==> src/rtl/game_status.sv <==
// rtl/game_status.sv - round FSM, pellet grid, score and pellet colour layer for a pacman-style game.
// Define GHOST_COLLISION_EN to make a pacman/ghost overlap end the round as a loss.
module game_status #(
  parameter int WIN_SCORE    = 30,
  parameter int PELLET_X0    = 40,
  parameter int PELLET_Y0    = 40,
  parameter int PELLET_PITCH = 80,
  parameter int PELLET_COLS  = 8,
  parameter int PELLET_ROWS  = 6,
  parameter int COLLIDE_DIST = 4
) (
  input  logic        clk,
  input  logic        reset,
  input  logic        start,
  input  logic        ack,
  input  logic [9:0]  pacX,
  input  logic [9:0]  pacY,
  input  logic [9:0]  ghostX,
  input  logic [9:0]  ghostY,
  input  logic        bright,
  input  logic [9:0]  hCount,
  input  logic [9:0]  vCount,
  output logic [15:0] score,
  output logic        win,
  output logic        lose,
  output logic        pelletFill,
  output logic [11:0] rgb
);

  localparam int NPEL = PELLET_COLS * PELLET_ROWS;

  typedef enum logic [1:0] {IDLE, PLAY, WIN, LOSE} state_t;

  state_t          state_q, state_d;
  logic [15:0]     score_q, score_d;
  logic [NPEL-1:0] pellets_q, pellets_d;
  logic [NPEL-1:0] eat_mask;
  logic            eat_hit;
  logic            ghost_hit;

  // Integer arithmetic so a pixel left of / above a centre never wraps.
  function automatic logic near(input logic [9:0] a, input int centre, input int lim);
    int d;
    d = int'(a) - centre;
    if (d < 0) d = -d;
    return (d <= lim);
  endfunction

  function automatic int pel_x(input int i);
    return PELLET_X0 + (i % PELLET_COLS) * PELLET_PITCH;
  endfunction

  function automatic int pel_y(input int i);
    return PELLET_Y0 + (i / PELLET_COLS) * PELLET_PITCH;
  endfunction

  // Lowest-index uneaten pellet under pacman wins when several qualify.
  always_comb begin
    eat_hit  = 1'b0;
    eat_mask = '0;
    for (int i = 0; i < NPEL; i++) begin
      if (!eat_hit && pellets_q[i] && near(pacX, pel_x(i), 2) && near(pacY, pel_y(i), 2)) begin
        eat_hit     = 1'b1;
        eat_mask[i] = 1'b1;
      end
    end
  end

`ifdef GHOST_COLLISION_EN
  assign ghost_hit = near(pacX, int'(ghostX), COLLIDE_DIST) &&
                     near(pacY, int'(ghostY), COLLIDE_DIST);
`else
  logic unused_ghost;
  assign unused_ghost = ^{ghostX, ghostY};
  assign ghost_hit    = 1'b0;
`endif

  always_comb begin
    state_d   = state_q;
    score_d   = score_q;
    pellets_d = pellets_q;
    case (state_q)
      IDLE: begin
        if (start) begin
          state_d   = PLAY;
          score_d   = '0;
          pellets_d = '1;
        end
      end
      PLAY: begin
        if (eat_hit) begin
          pellets_d = pellets_q & ~eat_mask;
          if (score_q != 16'hFFFF) score_d = score_q + 16'd1;
        end
        if (eat_hit && score_d == 16'(WIN_SCORE)) state_d = WIN;
        else if (ghost_hit)                       state_d = LOSE;
      end
      WIN, LOSE: begin
        if (ack) state_d = IDLE;
      end
      default: state_d = IDLE;
    endcase
  end

  always_ff @(posedge clk or posedge reset) begin
    if (reset) begin
      state_q   <= IDLE;
      score_q   <= '0;
      pellets_q <= '1;
    end else begin
      state_q   <= state_d;
      score_q   <= score_d;
      pellets_q <= pellets_d;
    end
  end

  always_comb begin
    pelletFill = 1'b0;
    for (int i = 0; i < NPEL; i++) begin
      if (pellets_q[i] && near(hCount, pel_x(i), 1) && near(vCount, pel_y(i), 1))
        pelletFill = bright;
    end
  end

  assign rgb   = pelletFill ? 12'hFFF : 12'h000;
  assign score = score_q;
  assign win   = (state_q == WIN);
`ifdef GHOST_COLLISION_EN
  assign lose  = (state_q == LOSE);
`else
  assign lose  = 1'b0;
`endif

endmodule
==> config.mk <==
export PLATFORM = sky130hd
export DESIGN_NAME = game_status
export DESIGN_NICKNAME = d
export VERILOG_FILES = /design/src/rtl/game_status.sv
export SDC_FILE = /design/constraint.sdc
export NUM_CORES = 1
export LEC_CHECK = 0
export ABC_AREA = 1
export CAP_MARGIN = 20
export CORE_MARGIN = 2
export CORE_UTILIZATION = 50
export CTS_BUF_LIST = sky130_fd_sc_hd__clkbuf_16
export CTS_CLUSTER_DIAMETER = 30
export DETAILED_ROUTE_END_ITERATION = 10
export HOLD_SLACK_MARGIN = 0.08
export PLACE_DENSITY = 0.79
export SLEW_MARGIN = 30
export SYNTH_ARGS = -nofsm -noshare
export SYNTH_HDL_FRONTEND = slang
export SYNTH_SLANG_ARGS = --single-unit
==> constraint.sdc <==
create_clock -name clk -period 7.8 [get_ports clk]
set_input_delay 2.34 -clock clk [delete_from_list [all_inputs] [get_ports clk]]
set_output_delay 2.34 -clock clk [all_outputs]
set_load 0.02 [all_outputs]
# Word-level counts from Yosys, hierarchy flattened
# Cells that the tools add are included.
# op_classes
add_sub_neg,57
n_mul,0
div,0
order_cmp,56
eq_ne,9
shifts,0
mux,184
bitwise,2
reduce_logical,293
# op_table
cell,count
$mux W32,28
$neg A11 Y32,28
$le A32 B2 Y1 const B,14
$le A32 B3 Y1 const B,14
$lt A11 B1 Y1 const B,28
$logic_and A1 B1 Y1,240
$mux W1,143
$sub A10 B9 Y11 const B,12
$mux W48,2
$pmux W48 S2,1
$mux W16,4
$and A48 B48 Y48,1
$not A48 Y48,1
$logic_not A1 Y1,47
$sub A10 B10 Y11 const B,4
$sub A10 B6 Y11 const B,4
$sub A10 B7 Y11 const B,4
$sub A10 B8 Y11 const B,4
$pmux W16 S2,1
$add A16 B1 Y16 const B,1
$eq A16 B5 Y1 const B,1
$ne A16 B16 Y1 const B,1
$mux W12,1
$ne A2 B2 Y1 const B,4
other kinds (9),13
# word_totals
register_bits,66
latch_bits,0
ramBits,0
romBits,0
output_inout_bits,31
wordCells,604
memories,0

# Logic depth before layout (Yosys ltp)
# Gate-level depths: netlist of run 1.
# logic_depth
word_depth,248
depth_mapped,46

# Least setup slack after synthesis of run 1
# Ideal clock, no wire load.
# synth_timing
path_kind,input -> output
startpoint,input port hCount[3]
endpoint,output port rgb[0]
arrival_time_ns,5.961
required_ns,5.460
setup_slack_ns,-0.501
cell_stages,23
path_cell_list,inv_1 -> ha_1 -> inv_1 -> nor2_1 -> nor2_1 -> inv_1 -> nor2_1 -> inv_1 -> nor2_1 -> nand2_1 -> nand2_1 -> inv_1 -> o21ai_0 -> o21ai_0 -> a21oi_1 -> nand3_1 -> a211oi_1 -> a22oi_1 -> o2111a_1 -> o41ai_1 -> a221oi_1 -> a31oi_1 -> buf_4
# synth_between
elab_chain_len,55
word_cells_on_any_way,185
# synth_lines
item,line,source
from (decl),21,"input logic [9:0] hCount,"
$sub A10 B6 Y11,44,d = int'(a) - centre;
$neg A11 Y32 / $lt A11 B1 Y1 (equally long branches),45,if (d < 0) d = -d;
$mux W32,45,
$le A32 B2 Y1,46,return (d <= lim);
$logic_and A1 B1 Y1 (2 in a row),120,"if (pellets_q[i] && near(hCount, pel_x(i), 1) && near(vCount, pel_y(i), 1))"
$mux W1 (47 in a row),120,
$mux W1 *,120,
net pelletFill,26,"output logic pelletFill,"
$mux W12 *,125,assign rgb = pelletFill ? 12'hFFF : 12'h000;
to (decl),27,output logic [11:0] rgb
# The timed path passes the listed nets; every way through them passes the cells marked *.

# Worst setup path in the final report of run 1
# layout_timing
startpoint,input port hCount[3]
endpoint,output port rgb[3]
# layout_between
elab_chain_len,55
word_cells_on_any_way,185
# layout_lines
item,line
$sub A10 B6 Y11,44
$neg A11 Y32 / $lt A11 B1 Y1 (equally long branches),45
$mux W32,45
$le A32 B2 Y1,46
$logic_and A1 B1 Y1 (2 in a row),120
$mux W1 (47 in a row),120
$mux W1 *,120
$mux W12 *,125
# Every way passes the cells marked *; elsewhere a longest branch is shown, timed or not.

==> reports/results.txt, run 1 <==
Status: complete, but fails checks
Violated checks: setup timing
Root buf cell: clkbuf_16
Critical Path Fanout Max: 7
Core area: 19590 um^2
# clock sinks: 66
Synth Area per Inst: 5.788 um^2
Initial Util: 51.15%
Filler instances: 1308
Main synth FF type: dfstp_2
DR vias: 14112
Io pins: 96
Critical path class: input pin to primary output
Capture point of the worst reg-to-reg path: state_q[0]
R2R Path Start: pellets_q[1]
Worst-path clk slew: 50 ps
Reg2Reg Setup Slack: 2680 ps
WP buf/inv: 12
Hold depth: 2
Area fraction of the dominant cell type after synthesis: 16.63%
Largest net degree at the start of global routing: 67
Final WS setup: -72.74 ps
Cell Pwr Density: 119.6 nW/um^2
Hold-fix buffers at CTS: 0
Initial antenna violation count: 0
Netlist cell types: 58
Rel. slew slack: 43.06%
# Max-Cap Violations: 0
Die area: 21190 um^2
First-pass DRT Iterations: 8
Count of final hold-check violations: 0
Non-filler cells, final: 2422
Crit start category: input pin
Critical Path RT: 5460 ps
Max incr delay on CP: 350 ps
Antenna cells: 0
Die X: 145.6 um
M3 GR Usage: 4.483%
Syn_nets: 1821
Synth top area cells: nand2_1, dfstp_2, inv_1, nor2_1, nand3_1
H-tree level count: 3
Routed len/inst: 16.28 um
Post-route ant nets: 0
Pins over their slew limit: 0
Die Height: 145.6 um
Crit end category: primary output
Min cycle time layout: 7873 ps
CP Depth: 25
Clk_skew: 11.94 ps
GRT Util Overall: 32.30%
# setup viols final: 14
R2R depth: 35
Area Growth Syn to Fin: 52.65%
CTS buffer count: 9
Largest delay contributor family on the critical path: buffers and inverters
Global routing's busiest layer: met2
Vias/cell: 5.827
Async set-reset flop share out of synthesis: 100.0%
CP max-delay cell: o41ai_2
Synth Warn #: 0
Row cnt: 51
Overall power: 1.829 mW
Layout Nets: 2242
First DRT Iteration DRCs: 1638
Final HPWL DP: 27130 um
Critical Path AT: 5530 ps
Inst Count DP: 2349
Fraction of layout instances using a drive strength above 1: 36.16%
Max IR drop VDD: 0.0001589 V
Design area: 15290 um^2
Post-DP Area: 13330 um^2
Unrepaired setup endpoints after global routing: yes
Max clock buf depth: 2
Most frequent cells after synthesis: nand2_1, inv_1, nor2_1
First-pass GRT wire length: 58190 um
Fmax: 127.0 MHz
Post-route DRC: 0
Routability Congestion: 0.9972
Period utilisation layout: 100.9%
CP dominant cell by count: buf_6
Area of the mapped netlist: 10020 um^2
Total gr overflow: 0
Vias in the first global route: 12648
Synth Register Bits: 66
HP Class: flip-flop to flip-flop
Hold endpoint: pellets_q[21]
TritonCTS clock tree: built
Leakage: 7.487 nW
Met2 GRT Util: 54.50%
Drt total wl: 39440 um
Worst skew pair latency: 350 ps
Seq/Total Area, Yosys: 17.08%
Setup TNS: -903.4 ps
Worst Max-Slew Pin Slew: 854.1 ps
HP Start: pellets_q[21]
Synth Instances: 1731
Met1 Resource Use GR: 42.64%
Leading area contributor after synthesis: nand2_1
Number of synthesized flops with an enable pin: 0
IO Port Bufs: 74
Most numerous cell in the Yosys netlist: nand2_1
through the flow:
step | hold slack [ps] | utilization (%) | setup slack [ps]
2_1_floorplan | 447.2 | - | 135.4
3_3_place_gp | 457.5 | 68.03 | -999.7
3_5_place_dp | 458.9 | 68.03 | -1124
4_1_cts | 467.9 | 71.75 | 8.324
5_1_grt | 484.2 | 78.07 | -290.7
6_report | 464.7 | 78.07 | -72.74
layer usage:
layer | vias to the layer above | part of all wire (%)
met3 | 176 | 8.9
met5 | - | 0
met4 | 0 | 4.1
met1 | 6467 | 40
met2 | 880 | 47
li1 | 6589 | -
cell type report:
| cell class | count | area, um^2 | area share (%) |
|---|---|---|---|
| Multi-Input combinational cell | 1355 | 8102 | 52.97 |
| Timing Repair Buffer | 462 | 3839 | 25.10 |
| Sequential cell | 66 | 1712 | 11.19 |
| Inverter | 258 | 999.7 | 6.536 |
| Tap cell | 265 | 331.6 | 2.168 |
| Clock buffer | 9 | 225.2 | 1.473 |
| Clock inverter | 7 | 86.33 | 0.5645 |
worst max path at each step:
stage	from	endpoint	slack, ps
floorplan	hCount[3]	rgb[0]	140
global placement	hCount[3]	rgb[5]	-1000
detailed placement	hCount[3]	rgb[0]	-1120
CTS	hCount[1]	rgb[0]	8
global route	pacX[2]	state_q[1]	-290
finish	hCount[3]	rgb[3]	-70
report_power, final:
part	total [mW]	leakage, nW	internal (mW)	switching (mW)
Clock	0.435	0.156	0.277	0.159
Combinational	0.942	6.59	0.407	0.535
Sequential	0.452	0.745	0.401	0.0515
Total	1.83	7.49	1.08	0.745
worst min-delay path: stages, from the launching register on:
cell     delay (ps)
dfstp_2         360
o31ai_1          50
nand2_1          50
cells by family (layout without fill, tap and decap cells):
logic type	count (synthesis)	after routing	share of synthesized area (%)
AOI/OAI and AO/OA	313	313	18.86
xor gates and xnor gates	80	80	7.068
adders and majority gates	25	25	3.122
buffers and inverters	311	736	12.57
DFF	66	66	17.08
other	1	1	0.03743
and+or+nand+nor	935	936	41.26
cell usage in the layout, fill, tap and decap left out, types with 34 or more instances in the layout:
| cell | instances |
|---|---|
| a21oi_1 | 52 |
| buf_4 | 359 |
| dfstp_2 | 48 |
| inv_1 | 189 |
| inv_2 | 57 |
| nand2_1 | 399 |
| nand2_2 | 45 |
| nand3_1 | 126 |
| nand4_1 | 43 |
| nor2_1 | 142 |
| nor2_2 | 42 |
| nor2_4 | 34 |
| nor3_1 | 34 |
| o21ai_0 | 99 |
| o21ai_1 | 34 |
| xor2_1 | 66 |
state kept, by name (all words and copies together) (netlist names):
name	cells
state_q	2
score	16
pellets_q	48
repair_timing:
action,in CTS,in global routing
resized for setup,183,327
hold endpoints to repair,0,0
setup buffers,15,41
pin swaps,30,107
setup endpoints to repair,15,78
gates cloned,1,3
Power figures use the tool's default switching activity.
==> run 2: changes to the inputs <==
Settings changed: ABC_AREA 1 to unset, SLEW_MARGIN 30 to 20.
==> reports/results.txt, run 2 <==
Row cnt: 52
Fmax: 121.6 MHz
Crit start category: input pin
Critical Path Fanout Max: 6
Critical Path AT: 5880 ps
Routed len/inst: 17.80 um
Initial antenna violation count: 0
Syn_nets: 1532
Clk_skew: 4.851 ps
Crit-path cells: dlymetal6s2s_1 -> buf_12 -> buf_12 -> xnor2_4 -> nand3_2 -> or3_1 -> a22o_1 -> o32a_1 -> a2111oi_4 -> buf_6 -> buf_4 -> a222oi_1 -> nand3_1 -> a221oi_4 -> nor4b_4 -> o41a_4 -> buf_2
Crit end category: primary output
Main synth FF type: dfstp_2
Final HPWL DP: 24650 um
Area Growth Syn to Fin: 28.54%
CTS buffer count: 9
Synth Instances: 1442
Hold-fix buffers at CTS: 0
Largest delay contributor family on the critical path: compound AO/OA/AOI/OAI gates
CP dominant cell by count: buf_12
Fraction of layout instances using a drive strength above 1: 25.24%
Unrepaired setup endpoints after global routing: yes
Routability Congestion: 0.9540
Period utilisation layout: 105.4%
First-pass DRT Iterations: 6
Die area: 21970 um^2
Synth Register Bits: 66
Post-DP Area: 12670 um^2
TritonCTS clock tree: built
Area of the multi-input gates: 8204 um^2
Final WS setup: -423.0 ps
GRT Util Overall: 29.20%
Worst-path clk slew: 50 ps
Count of final hold-check violations: 0
Status: complete, but fails checks
Initial Util: 51.23%
Filler instances: 1733
Max IR drop VDD: 0.0001030 V
Most frequent cells in the layout: buf_4, nor2_1, nand2_1, a21oi_1, nand3_1
Antenna cells: 0
Synth top area cells: dfstp_2, a21oi_1, xnor2_1, nor2_1, nand2_1
Violated checks: setup timing
Most frequent cells after synthesis: nor2_1, nand2_1, a21oi_1
# Max-Cap Violations: 0
# clock sinks: 66
Root buf cell: clkbuf_16
Setup TNS: -5280 ps
Worst skew pair latency: 340 ps
Layout Nets: 1729
Io pins: 96
Drt total wl: 34070 um
First-pass GRT wire length: 54640 um
Post-route ant nets: 0
CP max-delay cell: nor4b_4
Leakage: 5.157 nW
Commonest non-fill, non-tap cell in the layout: buf_4
DR vias: 12373
Post-route DRC: 0
WP buf/inv: 6
Worst Max-Slew Pin Slew: 849.4 ps
Seq/Total Area, Yosys: 16.46%
Cell Pwr Density: 103.1 nW/um^2
Min cycle time layout: 8223 ps
Area fraction of the dominant cell type after synthesis: 12.13%
Vias in the first global route: 11390
Synth Warn #: 0
Pins over their slew limit: 0
Number of synthesized flops with an enable pin: 0
IO Port Bufs: 74
Synth Area per Inst: 7.211 um^2
Max incr delay on CP: 400 ps
Vias/cell: 6.464
H-tree level count: 3
Total gr overflow: 0
Leading area contributor after synthesis: dfstp_2
Largest Register: pellets_q
Utilization after layout: 65.85%
Largest net degree at the start of global routing: 67
Critical path class: input pin to primary output
Max reg flops: 48
Die Height: 148.2 um
Most numerous cell in the Yosys netlist: nor2_1
Netlist cell types: 113
Async set-reset flop share out of synthesis: 100.0%
Max clock buf depth: 2
Critical Path RT: 5460 ps
FF/Latch Area: 1712 um^2
First DRT Iteration DRCs: 1533
Design area: 13370 um^2
Rel. slew slack: 43.16%
Area of the mapped netlist: 10400 um^2
Die X: 148.2 um
HP Class: flip-flop to flip-flop
Core area: 20300 um^2
# setup viols final: 13
[run 2: cell types whose count changed in the layout (fill, tap and decap cells not counted), sizes merged, moves of 26 or more]
cell	previous run	this run
nand4	50	16
nor2	219	134
a31oi	9	44
a21oi	61	122
o21ai	141	75
buf	406	243
nand2b	0	26
nand2	461	124
nand3	147	76
xor2	72	19
inv	257	45
xnor2	8	68
[run 2: final cells by class]
| type | count | area share, % |
|---|---|---|
| clock inverters | 7 | 0.6365 |
| inverters | 48 | 1.432 |
| repair buffers | 304 | 19.54 |
| well taps | 270 | 2.527 |
| multi-input cells | 1210 | 61.38 |
| flip-flops and latches | 66 | 12.81 |
| clock buffers | 9 | 1.685 |
[run 2: worst paths after layout]
kind	startpoint	end	slack, ps	cells past startpoint
setup / recovery	hCount[5]	rgb[4]	-420	17
hold / removal	pellets_q[47]	pellets_q[47]	500	2
setup reg to reg	score[0]	state_q[0]	3910	12
hold reg to reg	pellets_q[47]	pellets_q[47]	500	2
max in group asynchronous	reset	score[2]	4700	3
min in group asynchronous	reset	score[9]	2560	3
[run 2: what timing repair did]
action	4_1_cts	5_1_grt
gates resized for setup	55	76
pin swaps	3	28
cloned	0	3
endpoints found under the setup margin	13	13
hold endpoints to repair	0	0
setup buffers	0	13
[run 2: cells by family after synthesis]
family	synth area share, %
simple gates	30.81
compound gates	32.69
flops	16.46
fa+ha+maj	3.008
xor+xnor	7.905
mux	1.480
buf+inv	7.604
other cells	0.03606
[run 2: report_power, final]
part	internal (mW)	switching, mW	total, mW
Sequential	0.364	0.0168	0.381
Clock	0.276	0.152	0.428
Combinational	0.253	0.316	0.569
[run 2: per-stage QoR]
stage	instances	power [mW]	worst slack, ps	hold WS [ps]
5_1_grt	1914	1.439	-506.9	510.8
4_1_cts	1900	1.340	-610.5	474.9
2_1_floorplan	1442	0.7299	2.871	445.7
3_5_place_dp	1884	0.9169	-1135	467.2
6_report	1914	1.378	-423.0	497.1
3_3_place_gp	1884	0.9053	-1118	464.7
[run 2: worst reg2reg max path: stages (launching register included)]
cell and delay, ps:
dfrtp_1 480, ha_1 310, and3_1 270, and3_1 210, and3_1 240, and3_1 260
and3_1 250, nand2_1 470, nand3_1 160, a2111oi_0 430, nand3_1 140, nor4bb_1 400
o21ai_1 140
[run 2: layer usage]
metal / GRT usage (%) / routed length, um / vias to the layer above
met5: 0 / 0 / -
met4: 8.952 / 817 / 0
met3: 3.129 / 2623 / 88
met2: 49.51 / 16430 / 630
met1: 39.22 / 14200 / 5852
li1: - / - / 5803
==> run 3: changes to the inputs <==
Settings changed: CORE_ASPECT_RATIO set to 0.5, PLACE_DENSITY 0.79 to 0.76.
Clock period 7.8 ns to 10 ns, I/O delays scaled along.
==> reports/results.txt, run 3 (synthesis gave the netlist of run 2 again) <==
Critical Path RT: 7000 ps
Final HPWL DP: 24980 um
Most frequent cells in the layout: nor2_1, nand2_1, buf_4, a21oi_1, nand3_1
Antenna cells: 0
Routability Congestion: 0.9717
Crit end category: primary output
Initial antenna violation count: 0
Count of final hold-check violations: 0
Area of the multi-input gates: 8064 um^2
First-pass DRT Iterations: 6
Critical Path Fanout Max: 14
Leakage: 4.528 nW
Routed len/inst: 19.25 um
Min cycle time layout: 9827 ps
Cell Pwr Density: 79.08 nW/um^2
Post-DP Area: 11790 um^2
Capture point of the worst reg-to-reg path: state_q[0]
Pins over their slew limit: 0
Worst-path clk slew: 50 ps
Hold endpoint: pellets_q[30]
Fmax: 101.8 MHz
Hold depth: 2
H-tree level count: 3
Filler instances: 1813
First-pass GRT wire length: 55570 um
Worst Max-Slew Pin Slew: 1033 ps
Max IR drop VDD: 0.00007866 V
FF/Latch Area: 1712 um^2
Max reg flops: 48
Status: completed
Max clock buf depth: 2
Post-route ant nets: 0
Io pins: 96
Die Height: 106.0 um
First DRT Iteration DRCs: 1979
Critical Path AT: 6830 ps
# clock sinks: 66
Fraction of layout instances using a drive strength above 1: 18.25%
# setup viols final: 0
Largest Register: pellets_q
Row cnt: 37
DR vias: 11955
Die X: 208.0 um
R2R depth: 12
Core area: 20460 um^2
Largest net degree at the start of global routing: 67
Design area: 12200 um^2
# Max-Cap Violations: 0
Vias/cell: 6.616
Reg2Reg Setup Slack: 6120 ps
Critical path class: input pin to primary output
CTS buffer count: 9
Clk_skew: 6.881 ps
IO Port Bufs: 74
HP Class: flip-flop to flip-flop
Area Growth Syn to Fin: 17.29%
Unrepaired setup endpoints after global routing: no
R2R Path Start: score[0]
Rel. slew slack: 31.16%
Die area: 22040 um^2
Vias in the first global route: 11015
Root buf cell: clkbuf_16
Crit-path cells: clkdlybuf4s50_1 -> buf_4 -> nor2_1 -> nand2_1 -> a21oi_2 -> a21oi_1 -> a21oi_1 -> nor4_1 -> buf_4 -> a222oi_1 -> a211oi_1 -> a2111o_1 -> o41a_4 -> buf_4
GRT Util Overall: 29.95%
Crit start category: input pin
TritonCTS clock tree: built
HP Start: pellets_q[30]
Max incr delay on CP: 530 ps
Drt total wl: 34780 um
CP max-delay cell: clkdlybuf4s50_1
Post-route DRC: 0
Utilization after layout: 59.61%
Worst skew pair latency: 340 ps
Commonest non-fill, non-tap cell in the layout: nor2_1
CP dominant cell by count: buf_4
Initial Util: 50.82%
Total gr overflow: 0
Period utilisation layout: 98.27%
Layout Nets: 1621
[run 3: worst max-delay path by stage]
stage / depth (start not counted) / from / slack (ps) / to
finish: 14 / hCount[6] / 170 / rgb[6]
global route: 14 / hCount[6] / 10 / rgb[3]
detailed placement: 17 / hCount[3] / -410 / rgb[3]
global placement: 15 / hCount[3] / -320 / rgb[2]
floorplan: 17 / hCount[3] / 140 / rgb[0]
CTS: 15 / hCount[3] / 6 / rgb[6]
[run 3: critical path: cells and delay by family]
family                 cells  cell delay, ps
AND/OR/NAND/NOR            3             570
AO/OA/AOI/OAI              7            2110
buffers and inverters      4            1140
[run 3: area by class of cell]
cell class	instances	share of cell area [%]
Tap cell	273	2.801
Sequential cell	66	14.03
Clock buffer	9	1.847
Multi-Input combinational cell	1210	66.12
Inverter	48	1.477
Clock inverter	5	0.1539
Timing Repair Buffer	196	13.57
[run 3: per-layer routing]
| layer | global-route usage (%) | routed length [um] | share of wire (%) | vias to the layer above |
|---|---|---|---|---|
| met4 | 9.777 | 930 | 2.7 | 0 |
| met5 | 0 | 0 | 0 | - |
| met2 | 50.33 | 16110 | 46 | 605 |
| li1 | - | - | - | 5584 |
| met1 | 40.85 | 14910 | 43 | 5661 |
| met3 | 2.688 | 2829 | 8.1 | 105 |
[run 3: per-stage QoR]
stage                     power (mW)  instances  setup TNS, ps  setup WS [ps]  hold slack, ps
after floorplan               0.5625       1442              0          139.2           445.7
after global placement        0.6695       1788          -4095         -315.6           459.1
after detailed placement      0.6807       1788          -5224         -410.6           465.3
after CTS                     0.9492       1803              0          6.300           479.7
after global routing           1.012       1807              0          14.72           503.2
final                         0.9645       1807              0          173.0           482.1
[run 3: what timing repair did]
action	in CTS	in global routing
resized for setup	44	57
setup buffers	1	2
gates cloned	0	2
pin swaps	2	13
setup endpoints to repair	13	13
hold buffers	0	0
[run 3: where the power goes]
part           total [mW]  switching, mW  internal [mW]  leakage [nW]
Sequential          0.296         0.0117          0.284         0.752
Combinational       0.401          0.238          0.162          3.65
Clock               0.268          0.108          0.160         0.130
